### config.mk
export PLATFORM = sky130hd
export DESIGN_NAME = alu_share_ctrl
export DESIGN_NICKNAME = d
export VERILOG_FILES = /design/src/rtl/alu_pkg.sv /design/src/rtl/alu.sv /design/src/rtl/alu_share_ctrl.sv
export SDC_FILE = /design/constraint.sdc
export NUM_CORES = 1
export LEC_CHECK = 0
export BUFFER_PORTS_ARGS = -buffer_cell sky130_fd_sc_hd__buf_4
export CAP_MARGIN = 20
export CORE_AREA = 2 2 125 218
export DETAILED_ROUTE_END_ITERATION = 16
export DIE_AREA = 0 0 127 220
export GPL_TIMING_DRIVEN = 1
export PLACE_DENSITY = 0.88
export RECOVER_POWER = 100
export SLEW_MARGIN = 5
export SYNTH_ARGS = -nofsm -noshare
export SYNTH_HDL_FRONTEND = slang
export SYNTH_SLANG_ARGS = --single-unit
### constraint.sdc
create_clock -name clk -period 4.91 [get_ports clk]
set_clock_uncertainty 0.2 [all_clocks]
set_input_delay 0.2455 -clock clk [delete_from_list [all_inputs] [get_ports clk]]
set_output_delay 0.2455 -clock clk [all_outputs]
set_load 0.05 [all_outputs]
### src/rtl/alu_pkg.sv
// Shared opcode encodings, controller state encoding and opcode legality check
// for the shared-ALU controller.
package alu_pkg;

  localparam logic [3:0] ALU_ADD  = 4'b0000;
  localparam logic [3:0] ALU_SUB  = 4'b0001;
  localparam logic [3:0] ALU_AND  = 4'b0010;
  localparam logic [3:0] ALU_OR   = 4'b0011;
  localparam logic [3:0] ALU_XOR  = 4'b0100;
  localparam logic [3:0] ALU_SLL  = 4'b0101;
  localparam logic [3:0] ALU_SRL  = 4'b0110;
  localparam logic [3:0] ALU_SRA  = 4'b0111;
  localparam logic [3:0] ALU_SLT  = 4'b1000;
  localparam logic [3:0] ALU_SLTU = 4'b1001;

  typedef enum logic [1:0] {
    IDLE = 2'd0,
    EXEC = 2'd1,
    RESP = 2'd2
  } state_t;

  function automatic logic is_legal_op(input logic [3:0] op);
    return op <= ALU_SLTU;
  endfunction

endpackage

### src/rtl/alu.sv
// Combinational pipeline ALU; shift amount is b[4:0], SLT/SLTU return 0 or 1.
module alu
  import alu_pkg::*;
#(
  parameter int DATA_W = 32
) (
  input  logic [DATA_W-1:0] a,
  input  logic [DATA_W-1:0] b,
  input  logic [3:0]        alu_control,
  output logic [DATA_W-1:0] result,
  output logic              zero
);

  always_comb begin
    result = '0;
    case (alu_control)
      ALU_ADD:  result = a + b;
      ALU_SUB:  result = a - b;
      ALU_AND:  result = a & b;
      ALU_OR:   result = a | b;
      ALU_XOR:  result = a ^ b;
      ALU_SLL:  result = a << b[4:0];
      ALU_SRL:  result = a >> b[4:0];
      ALU_SRA:  result = $signed(a) >>> b[4:0];
      ALU_SLT:  result = {{(DATA_W-1){1'b0}}, $signed(a) < $signed(b)};
      ALU_SLTU: result = {{(DATA_W-1){1'b0}}, a < b};
      default:  result = '0;
    endcase
  end

  assign zero = (result == '0);

endmodule

### src/rtl/alu_share_ctrl.sv
// Round-robin arbiter and sequencer sharing one ALU between two requesters.
//   state | meaning
//   IDLE  | arbitrate, accept one request into the operand registers
//   EXEC  | ALU runs on operand registers, outputs captured into response regs
//   RESP  | rsp_valid held until rsp_ready
module alu_share_ctrl
  import alu_pkg::*;
#(
  parameter int DATA_W = 32,
  parameter int OPC_W  = 4
) (
  input  logic              clk,
  input  logic              rst_n,
  input  logic              req0_valid,
  output logic              req0_ready,
  input  logic [DATA_W-1:0] req0_a,
  input  logic [DATA_W-1:0] req0_b,
  input  logic [OPC_W-1:0]  req0_op,
  input  logic              req1_valid,
  output logic              req1_ready,
  input  logic [DATA_W-1:0] req1_a,
  input  logic [DATA_W-1:0] req1_b,
  input  logic [OPC_W-1:0]  req1_op,
  output logic              rsp_valid,
  input  logic              rsp_ready,
  output logic              rsp_id,
  output logic [DATA_W-1:0] rsp_result,
  output logic              rsp_zero,
  output logic              rsp_err,
  output logic              busy
);

  state_t             state, state_next;
  logic               last_grant;
  logic               grant0, grant1;
  logic [DATA_W-1:0]  opr_a, opr_b;
  logic [OPC_W-1:0]   opr_op;
  logic               opr_id;
  logic [DATA_W-1:0]  alu_result;
  logic               alu_zero;

  // On contention the requester that did not win last time gets the ALU.
  assign grant0 = req0_valid & (~req1_valid | last_grant);
  assign grant1 = req1_valid & (~req0_valid | ~last_grant);

  assign req0_ready = rst_n & (state == IDLE) & grant0;
  assign req1_ready = rst_n & (state == IDLE) & grant1;
  assign rsp_valid  = (state == RESP);
  assign busy       = (state != IDLE);

  always_ff @(posedge clk or negedge rst_n) begin
    if (!rst_n) state <= IDLE;
    else        state <= state_next;
  end

  always_comb begin
    state_next = state;
    case (state)
      IDLE:    if (req0_ready | req1_ready) state_next = EXEC;
      EXEC:    state_next = RESP;
      RESP:    if (rsp_ready) state_next = IDLE;
      default: state_next = IDLE;
    endcase
  end

  always_ff @(posedge clk or negedge rst_n) begin
    if (!rst_n) begin
      last_grant <= 1'b1;
      opr_a      <= '0;
      opr_b      <= '0;
      opr_op     <= '0;
      opr_id     <= 1'b0;
    end else if (req0_ready | req1_ready) begin
      last_grant <= req1_ready;
      opr_id     <= req1_ready;
      opr_a      <= req1_ready ? req1_a  : req0_a;
      opr_b      <= req1_ready ? req1_b  : req0_b;
      opr_op     <= req1_ready ? req1_op : req0_op;
    end
  end

  alu #(.DATA_W(DATA_W)) u_alu (
    .a           (opr_a),
    .b           (opr_b),
    .alu_control (opr_op),
    .result      (alu_result),
    .zero        (alu_zero)
  );

  // Illegal opcodes discard the ALU output entirely.
  always_ff @(posedge clk or negedge rst_n) begin
    if (!rst_n) begin
      rsp_id     <= 1'b0;
      rsp_result <= '0;
      rsp_zero   <= 1'b0;
      rsp_err    <= 1'b0;
    end else if (state == EXEC) begin
      rsp_id     <= opr_id;
      rsp_result <= is_legal_op(opr_op) ? alu_result : '0;
      rsp_zero   <= is_legal_op(opr_op) & alu_zero;
      rsp_err    <= ~is_legal_op(opr_op);
    end
  end

endmodule
Word level (Yosys, flattened, before mapping)
Cells that the tools add are included.
{"block": "totals", "ff_bits": 107, "rom_bits": 0, "latchBits": 0, "n_memories": 0, "ram_bits": 0, "word_cells": 60}
{"block": "op_classes", "multipliers": 0, "bitwise": 16, "n_shift": 3, "n_reduce_logical": 5, "div_mod_pow": 0, "n_eq_ne": 13, "n_mux": 8, "magnitude_cmp": 3, "n_addsub": 2}
{"operator": "$pmux W32 S10", "count": 1}
{"operator": "$mux W32", "count": 3}
{"operator": "$lt A32 B32 Y1", "count": 2}
{"operator": "$add A32 B32 Y32", "count": 1}
{"operator": "$and A32 B32 Y32", "count": 1}
{"operator": "$logic_not A32 Y1", "count": 1}
{"operator": "$or A32 B32 Y32", "count": 1}
{"operator": "$shl A32 B5 Y32", "count": 1}
{"operator": "$shr A32 B5 Y32", "count": 1}
{"operator": "$sshr A32 B5 Y32", "count": 1}
{"operator": "$sub A32 B32 Y32", "count": 1}
{"operator": "$xor A32 B32 Y32", "count": 1}
{"operator": "$eq A4 B3 Y1 const B", "count": 4}
{"operator": "$eq A4 B2 Y1 const B", "count": 2}
{"operator": "$eq A4 B4 Y1 const B", "count": 2}
{"operator": "$and A1 B1 Y1", "count": 6}
{"operator": "$pmux W2 S3", "count": 1}
{"operator": "$eq A4 B1 Y1 const B", "count": 1}
{"operator": "$le A4 B4 Y1 const B", "count": 1}
{"operator": "$logic_not A4 Y1", "count": 1}
{"operator": "$mux W2", "count": 2}
{"operator": "$mux W4", "count": 1}
{"operator": "$ne A2 B1 Y1 const B", "count": 2}
{"operator": "$not A1 Y1", "count": 4}
{"operator": "6 further kinds", "count": 8}

Logic depth before layout (Yosys ltp)
{"block": "logic_depth", "depth_word": 7, "ltp_mapped": 18, "mapped_depth_nobuf": 15}

By module
From an unflattened synthesis, not the netlist that was laid out.
{"block": "unflattened", "hier_cells": 1930, "hier_area_um2": 14677.8}
{"module": "alu", "seq_area_each_um2": 0.0, "area_per_inst_um2": 9754.4, "instances": 1, "cells_per_inst": 1436}
{"module": "alu_share_ctrl", "seq_area_each_um2": 2678.8, "area_per_inst_um2": 4923.5, "instances": 1, "cells_per_inst": 494}

Least setup slack after synthesis
OpenSTA, ideal clock, no wires.
{"block": "synth_path", "kind": "register -> register", "start": "register opr_b[2]", "end": "register rsp_zero", "setup_ps": 76, "arrival_ps": 4517, "stages_incl_launch_ff": 19, "period_less_slack_ps": 4793, "n_path_buf": 5, "setup_slack_ps": 117, "cell_sequence": "dfrtp_1 > inv_1 > buf_2 > buf_1 > buf_1 > clkbuf_1 > ha_1 > clkbuf_1 > nor2b_1 > a2111o_1 > nand2_1 > xnor2_1 > a22oi_1 > o211ai_1 > or3_1 > or4_1 > nor4_1 > nand4_1 > o21ai_1"}
{"block": "synth_via", "elab_chain_cells": 4, "word_cells_on_any_way": 13, "cone_classes": "2 x add/sub; 2 x order compare; 3 x shift; 1 x mux; 4 x bitwise; 1 x reduce/logical"}
{"item": "from (decl)", "line_no": "alu_share_ctrl.sv:36", "rtl": "logic [DATA_W-1:0] opr_a, opr_b;"}
{"item": "from (signal assigned)", "line_no": "alu_share_ctrl.sv:77", "rtl": "opr_b <= req1_ready ? req1_b : req0_b;"}
{"item": "$sub A32 B32 Y32, or another cell as far along", "line_no": "alu.sv:18", "rtl": "ALU_SUB: result = a - b;"}
{"item": "$pmux W32 S10 (*)", "line_no": "alu.sv:16", "rtl": "case (alu_control)"}
{"item": "$logic_not A32 Y1 (*)", "line_no": "alu.sv:31", "rtl": "assign zero = (result == '0);"}
{"item": "$and A1 B1 Y1 (*)", "line_no": "alu_share_ctrl.sv:100", "rtl": "rsp_zero <= is_legal_op(opr_op) & alu_zero;"}
{"item": "to (signal assigned)", "line_no": "alu_share_ctrl.sv:100"}
{"item": "to (decl)", "line_no": "alu_share_ctrl.sv:28", "rtl": "output logic rsp_zero,"}
Mark *: on every way between the ends. The rest lies on a longest branch, timed or not.
A chain may end at the register's enable or synchronous reset.

Final worst setup path
{"block": "layout_path", "start": "register opr_b[0]", "end": "register rsp_zero"}
Same word-level chain as after synthesis.

==> qor.csv <==
metric;value;unit
outcome;finished, violations left;
failing checks;capacitance limit, slew limit;
worst skew pair latency;0.41;ns
final setup vio count;0;
first-pass GRT wire length;109800;um
commonest non-fill, non-tap cell in the layout;nand2_1;
critical path peak fanout;36;
syn_area_per_cell;7.264;um2
hold_ws;0.2741;ns
initial DRC count;3102;
vias in the first global route;18381;
WL per Instance;28.89;um
Post-synth EDFFs;0;
worst-case clock buffer depth;2;
post-synth design cell area;14190;um2
kind of end point of the critical path;flop;
most frequent cells in the layout;313 x nand2_1, 234 x buf_4, 213 x nor2_1, 138 x dlygate4sd3_1, 113 x a21oi_1;
Root Buffer;clkbuf_16;
Yosys warning count;0;
dpl ws;0.3728;ns
Nets;2476;
Hold Path Class;flop to flop;
Netlist cell types;84;
setup tns final;0;ns
CTS sink count;107;
I/O pins;180;
fmax;208.1;MHz
worst slew pin tran;1.848;ns
Setup WS post-layout;0.1040;ns
Hold Crit Depth;2;
critical path required time;5.03;ns
post-CTS setup buffers;0;
Worst-path clk slew;0.08;ns
Reg2Reg Depth;11;
row cnt;79;
total vias in the final route;18757;
max cap viols;5;
Seq/Total Area, Yosys;18.88;%
final period utilization;97.88;%
min Tclk post-route;4.806;ns
Detailed Routing Iterations Pass 1;7;
CP Class;flop to flop;
RSZ-0062 raised after global routing;no;
WL final;74070;um
Core Footprint;26290;um2
GR Util All Layers;52.13;%
pin count of the biggest net entering global routing;141;
layout cells sized above 1;15.46;%
Resized Gates After CTS;0;
routability cong.;1.160;
vias per cell;7.316;
H-tree depth;3;
height of the die;220;um
Startpoint Class;flop;
DP Wirelength;53180;um
Starting Density;53.96;%
fin. max-slew vios;176;
Synth Net Count;2196;
CTS Buf Count;9;
antenna violations before repair;5;
DRC viols;0;
Mapped Cells;1953;
I/O Buffers;179;
residual overflow from global routing;0;
TritonCTS clock tree;yes;
P&R area growth vs syn;24.90;%
Post-DRT Antenna Nets;0;
Async SR Flop Fraction;100.0;%
crit path DAT;4.93;ns
Most used DFF post-synth;dfrtp_1;
Die Wd;127;um
die footprint;27940;um2
Fin. Hold Viols;0;
# hold bufs at CTS;138;
slew margin rel.;-24.93;%
Yosys reg bits;107;
## metal layers
| metal | share of wire [%] | vias up | global-route usage, % |
|---|---|---|---|
| met4 | 11 | 6 | 44.40 |
| met1 | 32 | 8628 | 56.92 |
| met3 | 13 | 652 | 16.65 |
| met5 | 0.057 | - | 0 |
| li1 | - | 7731 | - |
| met2 | 44 | 1740 | 81.54 |
## path summary, 6_finish.rpt
kind / start / to / slack [ns]
worst max-delay path: opr_b[0]$_DFFE_PN0P_ / rsp_zero$_DFFE_PN0N_ / 0.10
worst min-delay path: opr_id$_DFFE_PN0P_ / rsp_id$_DFFE_PN0N_ / 0.27
worst max register to register: opr_b[0]$_DFFE_PN0P_ / rsp_zero$_DFFE_PN0N_ / 0.10
worst min register to register: opr_id$_DFFE_PN0P_ / rsp_id$_DFFE_PN0N_ / 0.27
max in group asynchronous: rst_n / opr_b[0]$_DFFE_PN0P_ / 1.18
min in group asynchronous: rst_n / rsp_result[28]$_DFFE_PN0N_ / 0.69
## critical path, cell delays in order, from the launching register on
cell      delay (ns)
dfrtp_4         0.60
buf_12          0.28
mux2_1          0.35
mux4_2          0.54
a222oi_1        0.89
nor2_1          0.09
or3_1           0.32
or4_1           0.49
nor4_1          0.42
buf_4           0.21
nand4_1         0.13
o21ai_1         0.17
## cells by family after synthesis
logic type               Yosys count  synth area share, %
XOR/XNOR                           8               0.4939
AND/OR/NAND/NOR                  758                23.93
flip-flops                       107                18.88
adder cells (fa/ha/maj)          102                9.101
multiplexers                     135                12.57
AO/OA/AOI/OAI                    582                27.80
buffers and inverters            261                7.232
## area by class of cell
class | instances | area, um2
Antenna cell | 2 | 5.005
Clock buffer | 10 | 229.0
Fill cell | 2209 | 8573
Multi-Input combinational cell | 1585 | 10530
Clock inverter | 6 | 75.07
Timing Repair Buffer | 424 | 3391
Inverter | 106 | 397.9
Sequential cell | 107 | 2684
Tap cell | 324 | 405.4
## stage by stage
step                      cells  utilization [%]  area (um2)
after floorplan            1953                -       14190
after global placement     2406            61.61       16200
after detailed placement   2406            61.61       16200
after CTS                  2560            68.02       17880
after global routing       2562            67.37       17710
final                      2564            67.39       17720
## registers in the layout, indices dropped and copies added (netlist names)
register / count
rsp_result: 32
opr_b: 32
last_grant: 1
rsp_id: 1
opr_a: 32
rsp_zero: 1
rsp_err: 1
state: 2
opr_id: 1
opr_op: 4
## Yosys cell counts (all sizes together) (13+ instances only)
master,number,share of area [%]
nand2,313,8.3
nor2,213,5.6
clkbuf,121,3.2
a21oi,113,4.0
dfrtp,106,19
inv,103,2.7
ha,100,8.8
o21ai,100,3.5
a31oi,82,3.6
mux2i,66,4.7
nand3,52,1.8
mux2,39,3.1
nor3,35,1.2
buf,34,1.2
a211oi,30,1.6
mux4,30,4.8
o211ai,29,1.5
a221oi,25,1.5
nand4,23,1.0
nor4,21,0.93
a21o,19,1.0
o31ai,18,0.95
o22ai,17,0.75
nor2b,16,0.71
a22oi,14,0.74
nand2b,13,0.57
o221ai,13,0.80
or3,13,0.57
Power is not shown: default switching activity piles up to over one toggle a cycle in this logic, so the estimate is an artifact.
